`src/rtl/ppm_freq_recovery_avg.sv`:
```
// rtl/ppm_freq_recovery_avg.sv - PPM pulse interval, symbol window and averaged frequency lock tracker
module ppm_freq_recovery_avg #(
  parameter int CHIP_BITS    = 1,
  parameter int SYMBOL_CHIPS = 16,
  parameter int CNT_WIDTH    = 8,
  parameter int AVG_LOG2     = 2,
  parameter int LOCK_TOL     = 2
) (
  input  logic                 clk,
  input  logic                 resetn,
  input  logic                 en,
  input  logic                 clear,
  input  logic [CHIP_BITS-1:0] din,
  input  logic [CHIP_BITS-1:0] pulse_threshold,
  output logic [CNT_WIDTH-1:0] interpulse_cycles,
  output logic                 interpulse_valid,
  output logic [1:0]           intrasymbol_pulses,
  output logic                 multi_pulse_err,
  output logic [CNT_WIDTH-1:0] avg_period,
  output logic                 avg_valid,
  output logic                 freq_ok
);
  localparam int ACC_W = CNT_WIDTH + AVG_LOG2;
  localparam int IDX_W = (AVG_LOG2 > 0) ? AVG_LOG2 : 1;
  localparam logic [CNT_WIDTH-1:0] CNT_MAX  = '1;
  localparam logic [CNT_WIDTH-1:0] WIN_LAST = CNT_WIDTH'(SYMBOL_CHIPS - 1);
  localparam logic [CNT_WIDTH-1:0] SYM      = CNT_WIDTH'(SYMBOL_CHIPS);
  localparam logic [CNT_WIDTH:0]   TOL      = (CNT_WIDTH + 1)'(LOCK_TOL);
  localparam logic [IDX_W-1:0]     IDX_LAST = IDX_W'((1 << AVG_LOG2) - 1);

  typedef enum logic {IDLE, COUNT} state_t;

  state_t               state_q, state_d;
  logic [CNT_WIDTH-1:0] cnt_q, cnt_d;
  logic [ACC_W-1:0]     acc_q, acc_d;
  logic [IDX_W-1:0]     idx_q, idx_d;
  logic [CNT_WIDTH-1:0] win_cnt_q, win_cnt_d;
  logic [1:0]           win_pulses_q, win_pulses_d;
  logic [CNT_WIDTH-1:0] ip_cycles_d, avg_d;
  logic [1:0]           isp_d;
  logic                 ip_valid_d, mpe_d, av_d, fok_d;

  logic                 pulse;
  logic [ACC_W-1:0]     sum;
  logic [CNT_WIDTH-1:0] sum_avg, diff;
  logic [1:0]           win_close;

  function automatic logic [1:0] sat_add(input logic [1:0] v, input logic p);
    return (p && v != 2'd3) ? v + 2'd1 : v;
  endfunction

  assign pulse     = en && (din >= pulse_threshold);
  assign sum       = acc_q + ACC_W'(cnt_q);
  assign sum_avg   = sum[ACC_W-1:AVG_LOG2];
  assign diff      = (sum_avg >= SYM) ? sum_avg - SYM : SYM - sum_avg;
  assign win_close = sat_add(win_pulses_q, pulse);

  always_comb begin
    state_d      = state_q;
    cnt_d        = cnt_q;
    acc_d        = acc_q;
    idx_d        = idx_q;
    win_cnt_d    = win_cnt_q;
    win_pulses_d = win_pulses_q;
    ip_cycles_d  = interpulse_cycles;
    ip_valid_d   = 1'b0;
    isp_d        = intrasymbol_pulses;
    mpe_d        = 1'b0;
    avg_d        = avg_period;
    av_d         = 1'b0;
    fok_d        = freq_ok;
    if (en) begin
      case (state_q)
        IDLE: begin
          if (pulse) begin
            state_d      = COUNT;
            cnt_d        = CNT_WIDTH'(1);
            win_cnt_d    = CNT_WIDTH'(1);
            win_pulses_d = 2'd1;
          end
        end
        COUNT: begin
          if (pulse) begin
            ip_cycles_d = cnt_q;
            ip_valid_d  = 1'b1;
            cnt_d       = CNT_WIDTH'(1);
            if (idx_q == IDX_LAST) begin
              avg_d = sum_avg;
              av_d  = 1'b1;
              fok_d = ({1'b0, diff} <= TOL);
              acc_d = '0;
              idx_d = '0;
            end else begin
              acc_d = sum;
              idx_d = idx_q + IDX_W'(1);
            end
          end else if (cnt_q == CNT_MAX) begin
            state_d = IDLE;
            cnt_d   = '0;
            acc_d   = '0;
            idx_d   = '0;
            fok_d   = 1'b0;
          end else begin
            cnt_d = cnt_q + CNT_WIDTH'(1);
          end
          // The timeout edge leaves the window result untouched.
          if (pulse || cnt_q != CNT_MAX) begin
            if (win_cnt_q == WIN_LAST) begin
              isp_d        = win_close;
              mpe_d        = (win_close >= 2'd2);
              win_cnt_d    = '0;
              win_pulses_d = 2'd0;
            end else begin
              win_cnt_d    = win_cnt_q + CNT_WIDTH'(1);
              win_pulses_d = win_close;
            end
          end
        end
        default: state_d = IDLE;
      endcase
    end
  end

  always_ff @(posedge clk or negedge resetn) begin
    if (!resetn) begin
      state_q            <= IDLE;
      cnt_q              <= '0;
      acc_q              <= '0;
      idx_q              <= '0;
      win_cnt_q          <= '0;
      win_pulses_q       <= 2'd0;
      interpulse_cycles  <= '0;
      interpulse_valid   <= 1'b0;
      intrasymbol_pulses <= 2'd0;
      multi_pulse_err    <= 1'b0;
      avg_period         <= '0;
      avg_valid          <= 1'b0;
      freq_ok            <= 1'b0;
    end else if (clear) begin
      state_q            <= IDLE;
      cnt_q              <= '0;
      acc_q              <= '0;
      idx_q              <= '0;
      win_cnt_q          <= '0;
      win_pulses_q       <= 2'd0;
      interpulse_cycles  <= '0;
      interpulse_valid   <= 1'b0;
      intrasymbol_pulses <= 2'd0;
      multi_pulse_err    <= 1'b0;
      avg_period         <= '0;
      avg_valid          <= 1'b0;
      freq_ok            <= 1'b0;
    end else begin
      state_q            <= state_d;
      cnt_q              <= cnt_d;
      acc_q              <= acc_d;
      idx_q              <= idx_d;
      win_cnt_q          <= win_cnt_d;
      win_pulses_q       <= win_pulses_d;
      interpulse_cycles  <= ip_cycles_d;
      interpulse_valid   <= ip_valid_d;
      intrasymbol_pulses <= isp_d;
      multi_pulse_err    <= mpe_d;
      avg_period         <= avg_d;
      avg_valid          <= av_d;
      freq_ok            <= fok_d;
    end
  end
endmodule

```
`config.mk`:
```
export PLATFORM = sky130hd
export DESIGN_NAME = ppm_freq_recovery_avg
export DESIGN_NICKNAME = d
export VERILOG_FILES = /design/src/rtl/ppm_freq_recovery_avg.sv
export SDC_FILE = /design/constraint.sdc
export NUM_CORES = 1
export LEC_CHECK = 0
export CORE_ASPECT_RATIO = 0.75
export CORE_MARGIN = 2
export CORE_UTILIZATION = 45
export CTS_CLUSTER_SIZE = 20
export DETAILED_ROUTE_END_ITERATION = 8
export GPL_TIMING_DRIVEN = 0
export PLACE_DENSITY = 0.67
export SYNTH_ARGS = -nofsm -noshare
export SYNTH_HDL_FRONTEND = slang
export SYNTH_SLANG_ARGS = --single-unit
```
`constraint.sdc`:
```
create_clock -name clk -period 3 [get_ports clk]
set_input_delay 0.75 -clock clk [delete_from_list [all_inputs] [get_ports clk]]
set_output_delay 0.75 -clock clk [all_outputs]
set_load 0.01 [all_outputs]
```
== Yosys cells after proc, flatten, opt, wreduce, memory -nomap -nowiden ==
Cells that the tools add are included.
W data, S select, Z words.
Cells by class
  add/sub/neg operators: 7
  $lt $le $gt $ge: 4
  equality and inequality tests: 8
  multiplexer cells: 70
  bitwise operators: 1
  reduce and logical (&&, ||, !) cells: 17
Operator list (number)
  $mux W8: 19
  $mux W10: 6
  $mux W2: 17
  $pmux W8 S2: 2
  $mux W1: 24
  $add A8 B1 Y8 const B: 2
  $reduce_and A4 Y1: 3
  $reduce_bool A2 Y1: 6
  $add A10 B8 Y10: 1
  $reduce_and A3 Y1: 3
  $eq A8 B4 Y1 const B: 1
  $eq A8 B8 Y1 const B: 1
  $ge A8 B5 Y1 const B: 1
  $le A8 B2 Y1 const B: 1
  $ne A8 B8 Y1 const B: 1
  $sub A5 B8 Y8 const A: 1
  $sub A8 B5 Y8 const B: 1
  $ne A3 B2 Y1 const B: 2
  $add A2 B1 Y2 const B: 2
  $pmux W2 S2: 1
  $ne A3 B3 Y1 const B: 1
  $reduce_bool A3 Y1: 1
  $eq A2 B2 Y1 const B: 1
  $ge A2 B2 Y1 const B: 1
  7 further kinds: 8
Word-level totals
  register bits: 53
  output and inout bits: 22

== Longest topological paths before layout ==
Gate-level depths: netlist of the first run.
  word-level depth: 10
  depth in mapped cells: 12
  depth with buffers taken out: 12

== Least setup slack after synthesis of the first run ==
No wires, ideal clock.
  path type: reg-to-reg
  start point: register cnt_q[0]
  end point: register freq_ok
  data arrival time: 3.000 ns
  required time: 2.896 ns
  path slack: -0.104 ns
  stages on the path, launching flop included: 11
  path buffers: 0
  cell sequence: dfrtp_1 > ha_1 > fa_1 > a211oi_4 > o31ai_4 > xnor2_2 > ha_1 > o211a_1 > nand2_1 > o41a_1 > o41ai_2
Between the ends
  longest elaborated chain between the ends: 9
  elaborated cells between the ends (all ways): 14
  those cells by class: add/sub (3); order compare (2); eq/ne (1); mux (6); reduce/logical (2)
Ends and longest elaborated chain
  from (decl): line 34  | logic [CNT_WIDTH-1:0] cnt_q, cnt_d;
  from (signal assigned): line 155  | cnt_q <= cnt_d;
  $add A10 B8 Y10: line 53  | assign sum = acc_q + ACC_W'(cnt_q);
  $sub A5 B8 Y8, or another cell as far along: line 55  | assign diff = (sum_avg >= SYM) ? sum_avg - SYM : SYM - sum_avg;
  $mux W8: line 55
  $le A8 B2 Y1: line 90  | fok_d = ({1'b0, diff} <= TOL);
  $mux W1: line 87  | if (idx_q == IDX_LAST) begin
  $mux W1: line 83  | if (pulse) begin
  $mux W1: line 73  | case (state_q)
  $mux W1: line 72  | if (en) begin
  $mux W1: line 139  | end else if (clear) begin
  to (signal assigned): line 166  | freq_ok <= fok_d;
  to (decl): line 21  | output logic freq_ok
Parallel ways exist; a longest one is shown, timed or not. The select of a mux whose other input is x is not followed.
A chain may end at the register's enable or synchronous reset.

== Final worst setup path of the first run ==
Same ends and word-level chain as after synthesis.

==> results.cfg, run 1 <==
[layout]
multi_input_area_um2 = 1850
areaGrowthSynthToFinish_pct = 18.7
stdcell_area_um2 = 3800
postLayoutCoreUtil_pct = 55.6
finalNetCount = 414
diodes = 0
layout_commonest_cell = nand2_1
nFillCells = 629
layout_common_cells = nand2_1 (51), dfrtp_1 (50), nor2_1 (35)
stdcell_count = 475
drive_above_1_share_pct = 11.8
seq_area_um2 = 1330

[sta]
fmax_ghz = 0.334
rsz0062_at_grt = true
post-route-worst-setup-slack_ps = 3.86
finalSetupViolations = 0
slew_headroom_pct = 62.0
finalSetupTns_ps = 0
hold_violations = 0
fin_skew_ps = 11.4
period_share_pct = 99.9
worstMarginPinSlew_ps = 568
min_period_ps = 3000
slew_viol_final = 0

[floorplanning]
core-area_um2 = 6830
core.rowCount = 26
ios = 28
initial_core_util_pct = 46.8
die_w_um = 101
die_y_um = 77.0
die_area_um2 = 7800

[worst_setup_path]
cp.arrival_ps = 3210
critPathMaxStageDelay_ps = 440
r2r_setup_slack_ps = 4
worstPathMaxFanout = 7
worstSetupEndpointType = register
required_ps = 3210
crit_slowest_cell = dfrtp_2
cp-start-kind = register
worstSetupPathType = register to register
cp_cell_sequence = ha_4, fa_2, a211oi_4, o31ai_4, xnor2_4, ha_1, nor3b_2, and4_1, a32o_2, a21oi_1, o41ai_2
cp_top_family = compound AO/OA/AOI/OAI gates
cp_num_buf_inv = 0

[placement]
gp_congestion = 0.924
place_area_um2 = 3610
portBuffers = 27
pre_cts_ws_ps = -390
place_hpwl_um = 5530
dp_cells = 462

[synthesis]
yosys_warnings = 0
yosys-top-cells-area = dfrtp_1 (41%), ha_1 (6.7%), nand2_1 (6.1%)
synth.largest_area_cell = dfrtp_1
synthesis.nets = 374
synth-simple-area-share_pct = 21.4
avgSynthCellArea_um2 = 9.13
netlist_area_um2 = 3200
synthFlopType = dfrtp_1
synthXorXnorAreaFrac_pct = 3.25
yosys_register_bits = 53
synth-adder-area-share_pct = 7.28
yosysSeqAreaShare_pct = 41.5
synth_compound_area_share_pct = 23.1
synth.top_cell.area_share_pct = 41.5
synth_cell_types = 64
synth_edf_count = 0
synthCells = 350
async_flop_share_pct = 100
synth_top_family_by_area = compound AO/OA/AOI/OAI gates
synth_mux_area_share_pct = 0.626

[cts]
htreeDepth = 2
clock_sinks = 53
clkLatencyLatePin_ps = 310
numCtsBuffers = 5
clockRootBuffer = clkbuf_8
cts_tree = done
path_clk_slew_ps = 100
cts_max_path_buffers = 2

[drt]
wl_per_cell_um = 15.9
antenna_left = 0
wl_um = 7550
first_pass_iters = 4
drt_iter0_markers = 142
num_vias = 2732
drc_errors = 0
viasPerCell = 5.75

[global_route]
grt_pass1_vias = 2621
antenna_found_initial = 0
grt_pass1_wl_um = 12800
grt-ovfl-total = 0
grt_usage_pct = 20.4
grt_max_degree = 37

[pwr]
pwr-share-comb_pct = 7.2
intPower_w = 0.000958
p_clk_share_pct = 35.2
powerDensity_nw_per_um2 = 332
p_seq_share_pct = 57.6
switchingPower_w = 0.000302
p_sw_share_pct = 24.0
p_leak_nw = 1.63
irDropWorstVdd_v = 0.000230

[hold_path]
hold_class = input port to asynchronous set/reset pin

[outcome]
status = finished clean

[run]
maxCapViolations = 0
timing repair:
item | 4_1_cts | 5_1_grt
hold buffers | 0 | 0
gates resized for setup | 8 | 3
pin swaps | 5 | 1
setup endpoints to repair | 1 | 1
setup buffers | 5 | 0
worst register-to-register path, delay by kind of cell (launching register included):
| family | cells | cell delay (ps) |
|---|---|---|
| AOI/OAI and AO/OA | 5 | 1010 |
| adders and majority gates | 3 | 760 |
| DFF | 1 | 440 |
| and+or+nand+nor | 2 | 420 |
| xor gates and xnor gates | 1 | 270 |
synth_stat cells, drive strengths merged, types with 4 or more instances:
library cell	number
buf	8
xor2	4
o21ai	26
a211oi	6
dfrtp	53
o211ai	4
a21oi	30
nand2	53
o31ai	5
xnor2	7
clkbuf	7
ha	17
and2	6
nand2b	5
nor3	5
nor2b	6
or2	4
nand3	12
nor2	35
and3	5
layout make-up:
class	instances	area share, %
flip-flops and latches	53	35.0
inverters	3	0.297
repair buffers	33	8.50
clock buffers	7	2.54
well taps	84	2.77
plain buffers	15	2.11
multi-input cells	279	48.6
clock inverters	1	0.132
metal layers:
layer	vias up	part of all wire, %	track usage [%]
met1	1321	52	31.8
met3	6	4.5	3.65
met5	-	0	0
met2	64	43	29.9
met4	0	0.76	3.65
li1	1341	-	-
per-stage QoR:
| stage | total power (W) | hold WS, ps |
|---|---|---|
| 3_3_place_gp | 0.000826 | 466 |
| 4_1_cts | 0.00127 | 368 |
| 6_report | 0.00126 | 357 |
| 3_5_place_dp | 0.000829 | 458 |
| 2_1_floorplan | 0.000786 | 440 |
| 5_1_grt | 0.00132 | 380 |
registers in the layout (all words and copies together) (netlist names):
signal,cells
win_cnt_q,8
win_pulses_q,2
avg_valid,1
interpulse_valid,1
avg_period,8
acc_q,10
idx_q,2
multi_pulse_err,1
intrasymbol_pulses,2
cnt_q,8
interpulse_cycles,8
state_q,1
freq_ok,1
power groups by stage:
stage	clock network [W]	registers [W]	logic (W)
after floorplan	0	0.000740	0.0000460
after global routing	0.000485	0.000727	0.000104
after CTS	0.000453	0.000726	0.0000919
after detailed placement	0	0.000741	0.0000881
after global placement	0	0.000741	0.0000852
final	0.000443	0.000726	0.0000905
final timing paths:
check,start,endpoint,cells past startpoint
max,cnt_q[0]$_DFFE_PN0P_,freq_ok$_DFFE_PN0P_,11
min,resetn,win_cnt_q[6]$_DFFE_PN0P_,1
max reg2reg,cnt_q[0]$_DFFE_PN0P_,freq_ok$_DFFE_PN0P_,11
min reg2reg,win_cnt_q[7]$_DFFE_PN0P_,win_cnt_q[7]$_DFFE_PN0P_,1
max in group asynchronous,resetn,cnt_q[3]$_DFFE_PN0P_,2
min in group clk,win_cnt_q[7]$_DFFE_PN0P_,win_cnt_q[7]$_DFFE_PN0P_,1
kinds of logic (layout without fill, tap and decap cells):
group | Yosys count | in the layout
muxes | 2 | 2
AOI/OAI and AO/OA | 105 | 105
buffers and inverters | 18 | 59
DFF | 53 | 53
and+or+nand+nor | 143 | 143
xor gates and xnor gates | 11 | 11
adders and majority gates | 18 | 18
No activity file was read; power rests on OpenSTA's default activity.
==> run 2, diff against run 1 <==
--- a/config.mk
+++ b/config.mk
@@ -7,11 +7,10 @@
 export LEC_CHECK = 0
 export CORE_ASPECT_RATIO = 0.75
 export CORE_MARGIN = 2
-export CORE_UTILIZATION = 45
+export CORE_UTILIZATION = 40
 export CTS_CLUSTER_SIZE = 20
 export DETAILED_ROUTE_END_ITERATION = 8
 export GPL_TIMING_DRIVEN = 0
-export PLACE_DENSITY = 0.67
 export SYNTH_ARGS = -nofsm -noshare
 export SYNTH_HDL_FRONTEND = slang
 export SYNTH_SLANG_ARGS = --single-unit
==> constraint.sdc (replaced) <==
create_clock -name clk -period 3 [get_ports clk]
set_input_delay 0.3 -clock clk [delete_from_list [all_inputs] [get_ports clk]]
set_output_delay 0.3 -clock clk [all_outputs]
set_load 0.01 [all_outputs]
==> run 2 against run 1 <==
Compared with the run above: the flow now finishes with violations (setup timing); register-to-register slack worse by 30 ps; clock skew is 2.6 ps higher; utilization is 6.4 points lower; flip-flop and latch count stayed put; power is 1.7% lower; critical path depth is 1 higher; clock-buffer cell count is 1 lower; critical endpoint unchanged.
==> results.cfg, run 2 (same netlist as run 1, synthesis figures left out) <==
[outcome]
status = finished, violations left
violations = setup timing

[drt]
drc_errors = 0
drt_iter0_markers = 157
viasPerCell = 5.41
wl_met2_um = 3330
antenna_left = 0
wl_met3_um = 376
wl_per_cell_um = 15.7
wl_met1_um = 4120
first_pass_iters = 4
wl_um = 7870
topRoutingLayerUsed = met4
num_vias = 2711

[worst_setup_path]
required_ps = 3210
cp_cell_sequence = ha_1, buf_6, a21o_1, a21oi_2, a21oi_1, o211a_4, ha_2, o211a_1, and2_4, a2111oi_2, a311oi_1, o41ai_2
critPathMaxStageDelay_ps = 420
worstSetupPathType = register to register
worstPathMaxFanout = 8
r2r_setup_slack_ps = -20
crit_slowest_cell = dfrtp_2
cp.arrival_ps = 3230
worstSetupEndpointType = register
cp-start-kind = register

[cts]
clock_sinks = 53
clockRootBuffer = clkbuf_8
path_clk_slew_ps = 100
clkLatencyLatePin_ps = 310
cts_tree = done
cts_max_path_buffers = 2
numCtsBuffers = 5
htreeDepth = 2

[layout]
finalNetCount = 419
multi_input_area_um2 = 1830
seq_area_um2 = 1330
nFillCells = 750
diodes = 0
areaGrowthSynthToFinish_pct = 20.0
drive_above_1_share_pct = 12.6
largest_register_ffs = 10
postLayoutCoreUtil_pct = 49.1
layout_commonest_cell = nand2_1
layout_common_cells = nand2_1 (51), dfrtp_1 (50), nor2_1 (35)
regMostFlops = acc_q

[floorplanning]
core.rowCount = 28
die_y_um = 81.4
core-area_um2 = 7810
initial_core_util_pct = 40.9
die_w_um = 107
die_area_um2 = 8730
ios = 28

[global_route]
grt-ovfl-total = 0
grt_pass1_vias = 2444
grt_max_degree = 37
grt_usage_pct = 18.8
grt_pass1_wl_um = 12900
antenna_found_initial = 0

[sta]
worstMarginPinSlew_ps = 591
min_period_ps = 3020
slew_headroom_pct = 60.6
fin_skew_ps = 14.0
hold_violations = 0
slew_viol_final = 0
finalSetupViolations = 1
period_share_pct = 101
whs_ps = 460
post-route-worst-setup-slack_ps = -22.5
rsz0062_at_grt = true
fmax_ghz = 0.331

[placement]
gp_congestion = 0.889
pre_cts_ws_ps = -436
portBuffers = 27
place_hpwl_um = 5700

[pwr]
irDropWorstVdd_v = 0.000220
total_power_w = 0.00124
p_leak_nw = 1.63
powerDensity_nw_per_um2 = 323

[run]
maxCapViolations = 0

[hold_path]
hold_class = input port to asynchronous set/reset pin
run 2: worst max-delay path: cells and delay by family, from the launching register on:
kind | cells | cell delay, ps
buffers and inverters | 1 | 140
AOI/OAI and AO/OA | 8 | 1690
and+or+nand+nor | 1 | 180
adders and majority gates | 2 | 480
DFF | 1 | 420
run 2: per-stage QoR:
step | area [µm²] | instances | setup TNS, ps
2_1_floorplan | 3220 | 350 | 0
3_3_place_gp | 3620 | 482 | -8070
3_5_place_dp | 3630 | 483 | -436
4_1_cts | 3840 | 501 | 0
5_1_grt | 3840 | 501 | -215
6_report | 3840 | 501 | -22.5
run 2: cell type report:
cell class	count	area share, %
buffer	15	2.09
inverter	3	0.293
timing repair buffer	38	9.46
sequential	53	34.7
clock inverter	2	0.391
clock buffer	6	1.89
tap	105	3.42
multi-input combinational	279	47.8
run 2: layer usage:
layer  global-route usage [%]  vias up
met5                        0        -
met4                     2.60        0
met3                     3.02        5
met2                     27.7       46
met1                     29.6     1313
li1                         -     1347
run 2: path summary, 6_finish.rpt:
| check | start | endpoint | cells past startpoint |
|---|---|---|---|
| setup / recovery | cnt_q[3]$_DFFE_PN0P_ | freq_ok$_DFFE_PN0P_ | 12 |
| hold / removal | resetn | interpulse_cycles[2]$_DFFE_PN0P_ | 2 |
| setup reg to reg | cnt_q[3]$_DFFE_PN0P_ | freq_ok$_DFFE_PN0P_ | 12 |
| hold reg to reg | acc_q[7]$_DFFE_PN0P_ | acc_q[7]$_DFFE_PN0P_ | 2 |
| max in group asynchronous | resetn | cnt_q[3]$_DFFE_PN0P_ | 3 |
| min in group clk | acc_q[7]$_DFFE_PN0P_ | acc_q[7]$_DFFE_PN0P_ | 2 |
run 2: report_power, final:
group,switching [W],internal [W],total [W]
registers,0.00000552,0.000720,0.000726
logic,0.0000637,0.0000294,0.0000931
clock network,0.000254,0.000165,0.000419
total,0.000323,0.000915,0.00124
run 2: what timing repair did:
item / 4_1_cts / 5_1_grt
pin swaps: 10 / 1
setup endpoints to repair: 1 / 1
setup buffers: 9 / 0
cloned: 0 / 0
hold endpoints to repair: 17 / 0
hold buffers: 1 / 0
resized for setup: 9 / 0
